[config.mk]
export PLATFORM = sky130hd
export DESIGN_NAME = compfree_sort_ctrl_flat
export DESIGN_NICKNAME = d
export VERILOG_FILES = /design/src/rtl/compfree_sort_if.sv /design/src/rtl/compfree_sort_ctrl.sv /design/src/flat_wrapper.sv
export SDC_FILE = /design/constraint.sdc
export NUM_CORES = 1
export LEC_CHECK = 0
export ABC_AREA = 1
export CAP_MARGIN = 20
export CORE_MARGIN = 2
export CORE_UTILIZATION = 50
export DETAILED_ROUTE_END_ITERATION = 10
export PLACE_DENSITY = 0.76
export SLEW_MARGIN = 20
export SYNTH_ARGS = -nofsm -noshare
export SYNTH_HDL_FRONTEND = slang
export SYNTH_SLANG_ARGS = --single-unit
export TNS_END_PERCENT = 20
[constraint.sdc]
create_clock -name clk -period 1.9 [get_ports clk]
set_input_delay 0.19 -clock clk [delete_from_list [all_inputs] [get_ports clk]]
set_output_delay 0.19 -clock clk [all_outputs]
set_load 0.01 [all_outputs]
[src/rtl/compfree_sort_if.sv]
// Load/stream bundle for the comparison-free sort sequencer.
// The sorter sits on the slave side; the loader/consumer sits on the master side.
interface compfree_sort_if #(
    parameter int unsigned ELEMENT_NUM = 8,
    parameter int unsigned DATA_WIDTH  = 8,
    parameter int unsigned IDX_W       = 3
);
    logic                              load;
    logic                              descend;
    logic [ELEMENT_NUM*DATA_WIDTH-1:0] data_in;
    logic                              busy;
    logic                              out_valid;
    logic                              out_ready;
    logic [IDX_W-1:0]                  out_idx;
    logic [DATA_WIDTH-1:0]             out_data;
    logic                              out_last;
    logic                              done;

    modport master (
        output load, descend, data_in, out_ready,
        input  busy, out_valid, out_idx, out_data, out_last, done
    );

    modport slave (
        input  load, descend, data_in, out_ready,
        output busy, out_valid, out_idx, out_data, out_last, done
    );
endinterface

[src/rtl/compfree_sort_ctrl.sv]
// Bit-serial comparison-free sort sequencer: scans bit-planes MSB->LSB to find the
// current extreme set, emits it one index per handshake, then rescans what remains.
module compfree_sort_ctrl #(
    parameter int unsigned ELEMENT_NUM = 8,
    parameter int unsigned DATA_WIDTH  = 8,
    parameter int unsigned IDX_W       = 3
) (
    input logic             clk,
    input logic             rst_n,
    compfree_sort_if.slave  bus
);
    localparam int unsigned CNT_W = (DATA_WIDTH > 1) ? $clog2(DATA_WIDTH) : 1;
    localparam logic [CNT_W-1:0] CNT_MAX = CNT_W'(DATA_WIDTH - 1);

    localparam logic [1:0] IDLE = 2'd0;
    localparam logic [1:0] SCAN = 2'd1;
    localparam logic [1:0] EMIT = 2'd2;

    logic [1:0]                        state_q;
    logic [ELEMENT_NUM*DATA_WIDTH-1:0] data_q;
    logic                              descend_q;
    logic [ELEMENT_NUM-1:0]            remaining_q;
    logic [ELEMENT_NUM-1:0]            evt_q;
    logic [ELEMENT_NUM-1:0]            winner_q;
    logic [CNT_W-1:0]                  bit_cnt_q;
    logic                              done_q;

    logic [ELEMENT_NUM-1:0] plane;
    logic [ELEMENT_NUM-1:0] blk_data;
    logic [ELEMENT_NUM-1:0] cand;
    logic [ELEMENT_NUM-1:0] nxt_evt;
    logic [ELEMENT_NUM-1:0] sel_onehot;
    logic [ELEMENT_NUM-1:0] winner_nxt;
    logic [ELEMENT_NUM-1:0] remaining_nxt;
    logic [IDX_W-1:0]       sel_idx;
    logic [DATA_WIDTH-1:0]  sel_data;
    logic [DATA_WIDTH-1:0]  elem;
    logic                   rem_single;
    logic                   fire;

    // Block: keep candidates holding the wanted bit; if none hold it, keep them all.
    always_comb begin
        plane = '0;
        elem  = '0;
        for (int i = 0; i < int'(ELEMENT_NUM); i++) begin
            elem     = data_q[i*DATA_WIDTH +: DATA_WIDTH];
            plane[i] = elem[bit_cnt_q];
        end
        blk_data = descend_q ? plane : ~plane;
        cand     = evt_q & blk_data;
        nxt_evt  = (cand != '0) ? cand : evt_q;
    end

    // Lowest set winner bit gives stable ordering among equal values.
    always_comb begin
        sel_idx    = '0;
        sel_data   = '0;
        sel_onehot = '0;
        for (int i = int'(ELEMENT_NUM) - 1; i >= 0; i--) begin
            if (winner_q[i]) begin
                sel_idx       = IDX_W'(i);
                sel_data      = data_q[i*DATA_WIDTH +: DATA_WIDTH];
                sel_onehot    = '0;
                sel_onehot[i] = 1'b1;
            end
        end
    end

    always_comb begin
        fire          = (state_q == EMIT) && bus.out_ready;
        winner_nxt    = winner_q & ~sel_onehot;
        remaining_nxt = remaining_q & ~sel_onehot;
        rem_single    = (remaining_q != '0) &&
                        ((remaining_q & (remaining_q - ELEMENT_NUM'(1))) == '0);
    end

    always_ff @(posedge clk or negedge rst_n) begin
        if (!rst_n) begin
            state_q     <= IDLE;
            data_q      <= '0;
            descend_q   <= 1'b0;
            remaining_q <= '0;
            evt_q       <= '0;
            winner_q    <= '0;
            bit_cnt_q   <= '0;
            done_q      <= 1'b0;
        end else begin
            done_q <= 1'b0;
            case (state_q)
                IDLE: begin
                    if (bus.load) begin
                        data_q      <= bus.data_in;
                        descend_q   <= bus.descend;
                        remaining_q <= '1;
                        evt_q       <= '1;
                        bit_cnt_q   <= CNT_MAX;
                        state_q     <= SCAN;
                    end
                end
                SCAN: begin
                    evt_q <= nxt_evt;
                    if (bit_cnt_q == '0) begin
                        winner_q <= nxt_evt;
                        state_q  <= EMIT;
                    end else begin
                        bit_cnt_q <= bit_cnt_q - CNT_W'(1);
                    end
                end
                EMIT: begin
                    if (fire) begin
                        winner_q    <= winner_nxt;
                        remaining_q <= remaining_nxt;
                        if (winner_nxt == '0) begin
                            if (remaining_nxt != '0) begin
                                evt_q     <= remaining_nxt;
                                bit_cnt_q <= CNT_MAX;
                                state_q   <= SCAN;
                            end else begin
                                state_q <= IDLE;
                                done_q  <= 1'b1;
                            end
                        end
                    end
                end
                default: state_q <= IDLE;
            endcase
        end
    end

    always_comb begin
        bus.busy      = (state_q != IDLE);
        bus.out_valid = (state_q == EMIT);
        bus.out_idx   = (state_q == EMIT) ? sel_idx : '0;
        bus.out_data  = (state_q == EMIT) ? sel_data : '0;
        bus.out_last  = (state_q == EMIT) && rem_single;
        bus.done      = done_q;
    end
endmodule

[src/flat_wrapper.sv]
// flat-port wrapper written by rule: the top's interface ports become plain ports
module compfree_sort_ctrl_flat 
#(
    parameter int unsigned ELEMENT_NUM = 8,
    parameter int unsigned DATA_WIDTH  = 8,
    parameter int unsigned IDX_W       = 3
)
  (clk, rst_n, bus_load, bus_descend, bus_data_in, bus_out_ready, bus_busy, bus_out_valid, bus_out_idx, bus_out_data, bus_out_last, bus_done);
  compfree_sort_if #(.ELEMENT_NUM(ELEMENT_NUM), .DATA_WIDTH(DATA_WIDTH), .IDX_W(IDX_W)) bus_i ();
  input logic clk;
  input logic rst_n;
  input wire logic [$bits(bus_i.load)-1:0] bus_load;
  input wire logic [$bits(bus_i.descend)-1:0] bus_descend;
  input wire logic [$bits(bus_i.data_in)-1:0] bus_data_in;
  input wire logic [$bits(bus_i.out_ready)-1:0] bus_out_ready;
  output wire logic [$bits(bus_i.busy)-1:0] bus_busy;
  output wire logic [$bits(bus_i.out_valid)-1:0] bus_out_valid;
  output wire logic [$bits(bus_i.out_idx)-1:0] bus_out_idx;
  output wire logic [$bits(bus_i.out_data)-1:0] bus_out_data;
  output wire logic [$bits(bus_i.out_last)-1:0] bus_out_last;
  output wire logic [$bits(bus_i.done)-1:0] bus_done;
  assign bus_i.load = bus_load;
  assign bus_i.descend = bus_descend;
  assign bus_i.data_in = bus_data_in;
  assign bus_i.out_ready = bus_out_ready;
  assign bus_busy = bus_i.busy;
  assign bus_out_valid = bus_i.out_valid;
  assign bus_out_idx = bus_i.out_idx;
  assign bus_out_data = bus_i.out_data;
  assign bus_out_last = bus_i.out_last;
  assign bus_done = bus_i.done;
  compfree_sort_ctrl #(.ELEMENT_NUM(ELEMENT_NUM), .DATA_WIDTH(DATA_WIDTH), .IDX_W(IDX_W)) u_core (.clk(clk), .rst_n(rst_n), .bus(bus_i));
endmodule
# After elaboration in Yosys (flattened, before gate mapping)
# Index checks and enable logic that the tools add are counted.
# Widths: inputs -> output; s select.
# classes
addsub	2
mux	70
bitwise_logic	6
n_lt_le_gt_ge	1
eq_ne	8
reduce_logical	20
# ops
operator	n
$mux 8	26
$mux 3	14
$and 8x8->8	4
$pmux 8 s2	2
$bmux 1 s3	8
$pmux 8 s3	1
$reduce_bool 8->1	3
$logic_not 8->1	2
$not 8->8	2
$mux 1	13
$pmux 3 s3	1
$mux 2	4
$ne 2x1->1 const B	4
$sub 8x1->8 const B	1
$pmux 2 s3	1
$reduce_and 3->1	2
$reduce_and 6->1	1
$reduce_bool 2->1	3
$reduce_and 5->1	1
$lt 3x4->1 const B	1
$ne 2x2->1 const B	2
$reduce_and 4->1	1
$logic_and 1x1->1	3
$logic_not 3->1	1
6 further kinds	6
# totals
out_inout_bits	15
elab_cells	115
in_bits	69
register_bits	95

# Longest topological paths before layout
# depth
depth_word	15
depth_mapped	16
mapped_depth_nobuf	14

# Worst setup path after synthesis
# Ideal clock, no wire load.
# synth_timing
kind	register to output
start	reg u_core.state_q[0]
end	out bus_out_last
required_ps	1710
path_slack_ps	-180
stages_incl_launch_ff	8
arrival_time_ps	1890
path_buffers	1
path_cell_list	dfrtp_1 > inv_1 > ha_1 > inv_1 > clkbuf_1 > a21oi_1 > o2111ai_1 > a2111oi_0
# synth_via
elab_chain_len	2
# synth_rtl
element	line	text
start, declared	compfree_sort_ctrl.sv:19	logic [1:0] state_q;
start signal, assigned	compfree_sort_ctrl.sv:79	state_q <= IDLE;
start signal, assigned	compfree_sort_ctrl.sv:97	state_q <= SCAN;
start signal, assigned	compfree_sort_ctrl.sv:104	state_q <= EMIT;
$eq 2x2->1	--	
via bus_out_valid	flat_wrapper.sv:17	output wire logic [$bits(bus_i.out_valid)-1:0] bus_out_valid;
$logic_and 1x1->1	compfree_sort_ctrl.sv:135	bus.out_last = (state_q == EMIT) && rem_single;
end, declared	flat_wrapper.sv:20	output wire logic [$bits(bus_i.out_last)-1:0] bus_out_last;
# The timed path passes the listed nets, and every way through them passes these cells.

# Final worst setup path
# layout_timing
start	reg u_core.winner_q[6]
end	out bus_out_data[7]
# layout_via
elab_chain_len	8
# layout_rtl
element	line	text
start, declared	compfree_sort_ctrl.sv:24	logic [ELEMENT_NUM-1:0] winner_q;
start signal, assigned	compfree_sort_ctrl.sv:103	winner_q <= nxt_evt;
start signal, assigned	compfree_sort_ctrl.sv:111	winner_q <= winner_nxt;
$mux 8 (7 in series)	compfree_sort_ctrl.sv:60	if (winner_q[i]) begin
$mux 8	compfree_sort_ctrl.sv:134	bus.out_data = (state_q == EMIT) ? sel_data : '0;
end, declared	flat_wrapper.sv:19	output wire logic [$bits(bus_i.out_data)-1:0] bus_out_data;
# Every way passes these cells.

==> results.cfg <==
[run_status]
outcome = complete, but fails checks
violations = setup timing

[detailed_routing]
ant_nets = 0
vias = 6277
drc = 0
wl_per_cell_microns = 17.0
first_pass_iters = 5
drtIter0Drc = 435
vias_per_cell = 5.61
wirelength_microns = 19100

[sta]
setup_ws_ps = -298
finalMaxSlewViolations = 0
rsz0062_at_grt = yes
hold_viol = 0
finalSetupViolCount = 31
max_freq_ghz = 0.455
clock-skew-final_ps = 9.46
tightest_slew_ps = 510
period_share_pct = 116
min_period_ps = 2200
relSlewSlack_pct = 66.0

[worst_setup_path]
end_kind = primary output
critPathLaunchType = flip-flop
critPathMaxFanout = 9
rr_startpoint = u_core.bit_cnt_q[0]
setup.worst_path.class = reg -> out
required_ps = 1710
max_stage_delay_ps = 420
r2r_slack_ps = -200
crit_path_top_delay_cell = dfrtp_1
crit_arrival_ps = 2010
reg2reg_to = u_core.winner_q[5]
ff2ff_path_depth = 14
cp_cell_sequence = inv_2 > o21ai_0 > o221ai_1 > o211ai_1 > a21oi_1 > a211oi_1 > buf_2

[power]
p_clk_share_pct = 12.9
powerDensity_nw_per_um2 = 1840
power_mw = 15.1
p_int_mw = 8.11
swShare_pct = 46.3
power_switching_mw = 7.00
comb_power_share_pct = 63.8
p_leak_nw = 3.97
power_frac_seq_pct = 23.2
ir_worst_vdd_mv = 1.17

[final_layout]
fillCellCount = 853
stdcell_count = 1119
fin_util_pct = 75.2
fin_area_sq_um = 8220
syn_to_final_growth_pct = 45.5
final_cell_mix = nand2_1 (121), nor2_1 (105), buf_4 (101)
nNetsFinal = 1050
antenna_cells = 0
mostFrequentLayoutCell = nand2_1
drive_gt1_share_pct = 26.4

[synthesis]
ys_seq_area_share_pct = 42.1
synthAdderAreaFrac_pct = 1.51
synth-compound-area-share_pct = 17.2
synth_warnings = 0
synth_xor_area_share_pct = 0.155
synthesis.area_sq_um = 5650
synth.net_count = 874
yosys.area_share.simple_pct = 27.4
avgSynthCellArea_sq_um = 7.07
synth_cells = 799
synthMuxAreaShare_pct = 0.598
ys_ff_latch = 95
ys_types = 35
synth_top_family_by_area = simple AND/OR/NAND/NOR gates

[run]
maxCapViolations = 0

[floorplan]
dieArea_sq_um = 12200
core_sq_um = 10900
fp.dieW_microns = 110
io_pins = 84
start_util_pct = 51.7
placementRows = 38
die-height_microns = 110

[clock_network]
cts_buffer_depth = 2
clk_pin_slew_ps = 70
cts_sinks = 95
worstSkewPairLatency_ps = 360
clock-root-buffer = clkbuf_16
cts_buffers = 9
cts_tree = yes
cts.htree.levels = 3

[placement]
place_ws_ps = -355
place.gp.congestion = 0.918
dpl.hpwl_microns = 13900
io_buffer_count = 83
place_inst = 1089
place_area_sq_um = 7350

[global_routing]
grt_pass1_vias = 5937
grtUsageTotal_pct = 31.6
grt_max_degree = 45
grt_pass1_wl_microns = 29100
grt.overflow.total = 0
antenna_found_initial = 0

[hold_path]
worst_hold_path_type = in -> async
-- synth_stat cells --
cell type  instances  share of area, %
maj3_1             1              0.18
ha_1               6               1.3
nor2_2             2              0.22
nand2_1          142               9.4
mux2_2             3              0.60
nor2_1           118               7.8
a21oi_1           97               8.6
buf_4              4              0.53
nand4_1            5              0.55
buf_1              3              0.20
inv_1            102               6.8
o22ai_1            8              0.89
clkbuf_1          23               1.5
dfrtp_1           95                42
o211ai_1          10               1.3
nor2_4             2              0.40
o21a_1             1              0.13
o21ai_1            7              0.62
buf_6              5               1.0
a311oi_1           1              0.15
nand3_1           96               8.5
a31oi_1            2              0.22
xor2_1             1              0.15
o221ai_1           8               1.2
or2_2              1              0.11
inv_2              4              0.27
o21ai_2            1              0.15
o21ai_0           27               2.4
a2111oi_0          1              0.15
nor3_1             3              0.27
nand2_2            1              0.11
a211oi_1           8               1.1
o2111ai_1          2              0.31
clkinv_1           3              0.20
buf_2              6              0.53
-- per-stage QoR --
stage | hold WS, ps | TNS [ps]
finish | 275 | -4400
global route | 314 | -7630
CTS | 278 | -4040
detailed placement | 113 | -6370
global placement | 107 | -4500
floorplan | -106 | 0
-- per-layer routing --
layer | track usage (%) | up-vias | share of wire, %
met5 | 0 | - | 0
met4 | 11.6 | 0 | 2.4
met3 | 7.64 | 36 | 8.9
met2 | 52.4 | 294 | 48
met1 | 40.2 | 2973 | 41
li1 | - | 2974 | -
-- cell families after synthesis --
logic type / Yosys count
AOI/OAI and AO/OA: 173
xor gates and xnor gates: 1
DFF: 95
buffers and inverters: 150
and+or+nand+nor: 370
muxes: 3
adders and majority gates: 7
-- layout make-up --
| class | instances | area [sq um] | share of cell area (%) |
|---|---|---|---|
| Clock buffer | 9 | 225 | 2.74 |
| Inverter | 109 | 415 | 5.05 |
| Timing Repair Buffer | 206 | 1880 | 22.9 |
| Clock inverter | 6 | 86.3 | 1.05 |
| Sequential cell | 95 | 2380 | 29.0 |
| Tap cell | 140 | 175 | 2.13 |
| Multi-Input combinational cell | 554 | 3050 | 37.1 |
-- power groups by stage --
stage / clock network (mW) / registers (mW) / logic [mW]
floorplan: 0 / 3.26 / 4.83
global placement: 0 / 3.40 / 7.89
detailed placement: 0 / 3.43 / 8.10
CTS: 1.96 / 3.44 / 8.61
global route: 2.04 / 3.58 / 10.4
finish: 1.95 / 3.51 / 9.65
-- worst max path at each step --
| stage | startpoint | endpoint | slack, ps |
|---|---|---|---|
| floorplan | u_core.state_q[0] | bus_out_last | 30 |
| global route | u_core.winner_q[6] | bus_out_data[7] | -400 |
| global placement | u_core.winner_q[4] | bus_out_data[6] | -260 |
| finish | u_core.winner_q[6] | bus_out_data[7] | -300 |
| detailed placement | u_core.winner_q[5] | bus_out_data[2] | -360 |
| CTS | u_core.winner_q[4] | u_core.bit_cnt_q[2] | -220 |
-- flip-flops by register name, indices dropped and copies added (netlist names) --
register	flops
u_core.bit_cnt_q	3
u_core.evt_q	8
u_core.bus.done	1
u_core.descend_q	1
u_core.state_q	2
u_core.winner_q	8
u_core.data_q	64
u_core.remaining_q	8
-- repair_timing --
| item | in CTS | in global routing |
|---|---|---|
| hold endpoints to repair | 21 | 0 |
| pin swaps | 31 | 39 |
| hold buffers | 1 | 0 |
| setup buffers | 2 | 11 |
| cloned | 0 | 2 |
| resized for setup | 109 | 79 |
| setup endpoints to repair | 35 | 41 |
-- worst max-delay path: cells and delay by family (launching register included) --
family	cells	cell delay, ps
compound gates	5	920
buf+inv	2	310
flops	1	420
Power figures use the tool's default switching activity.
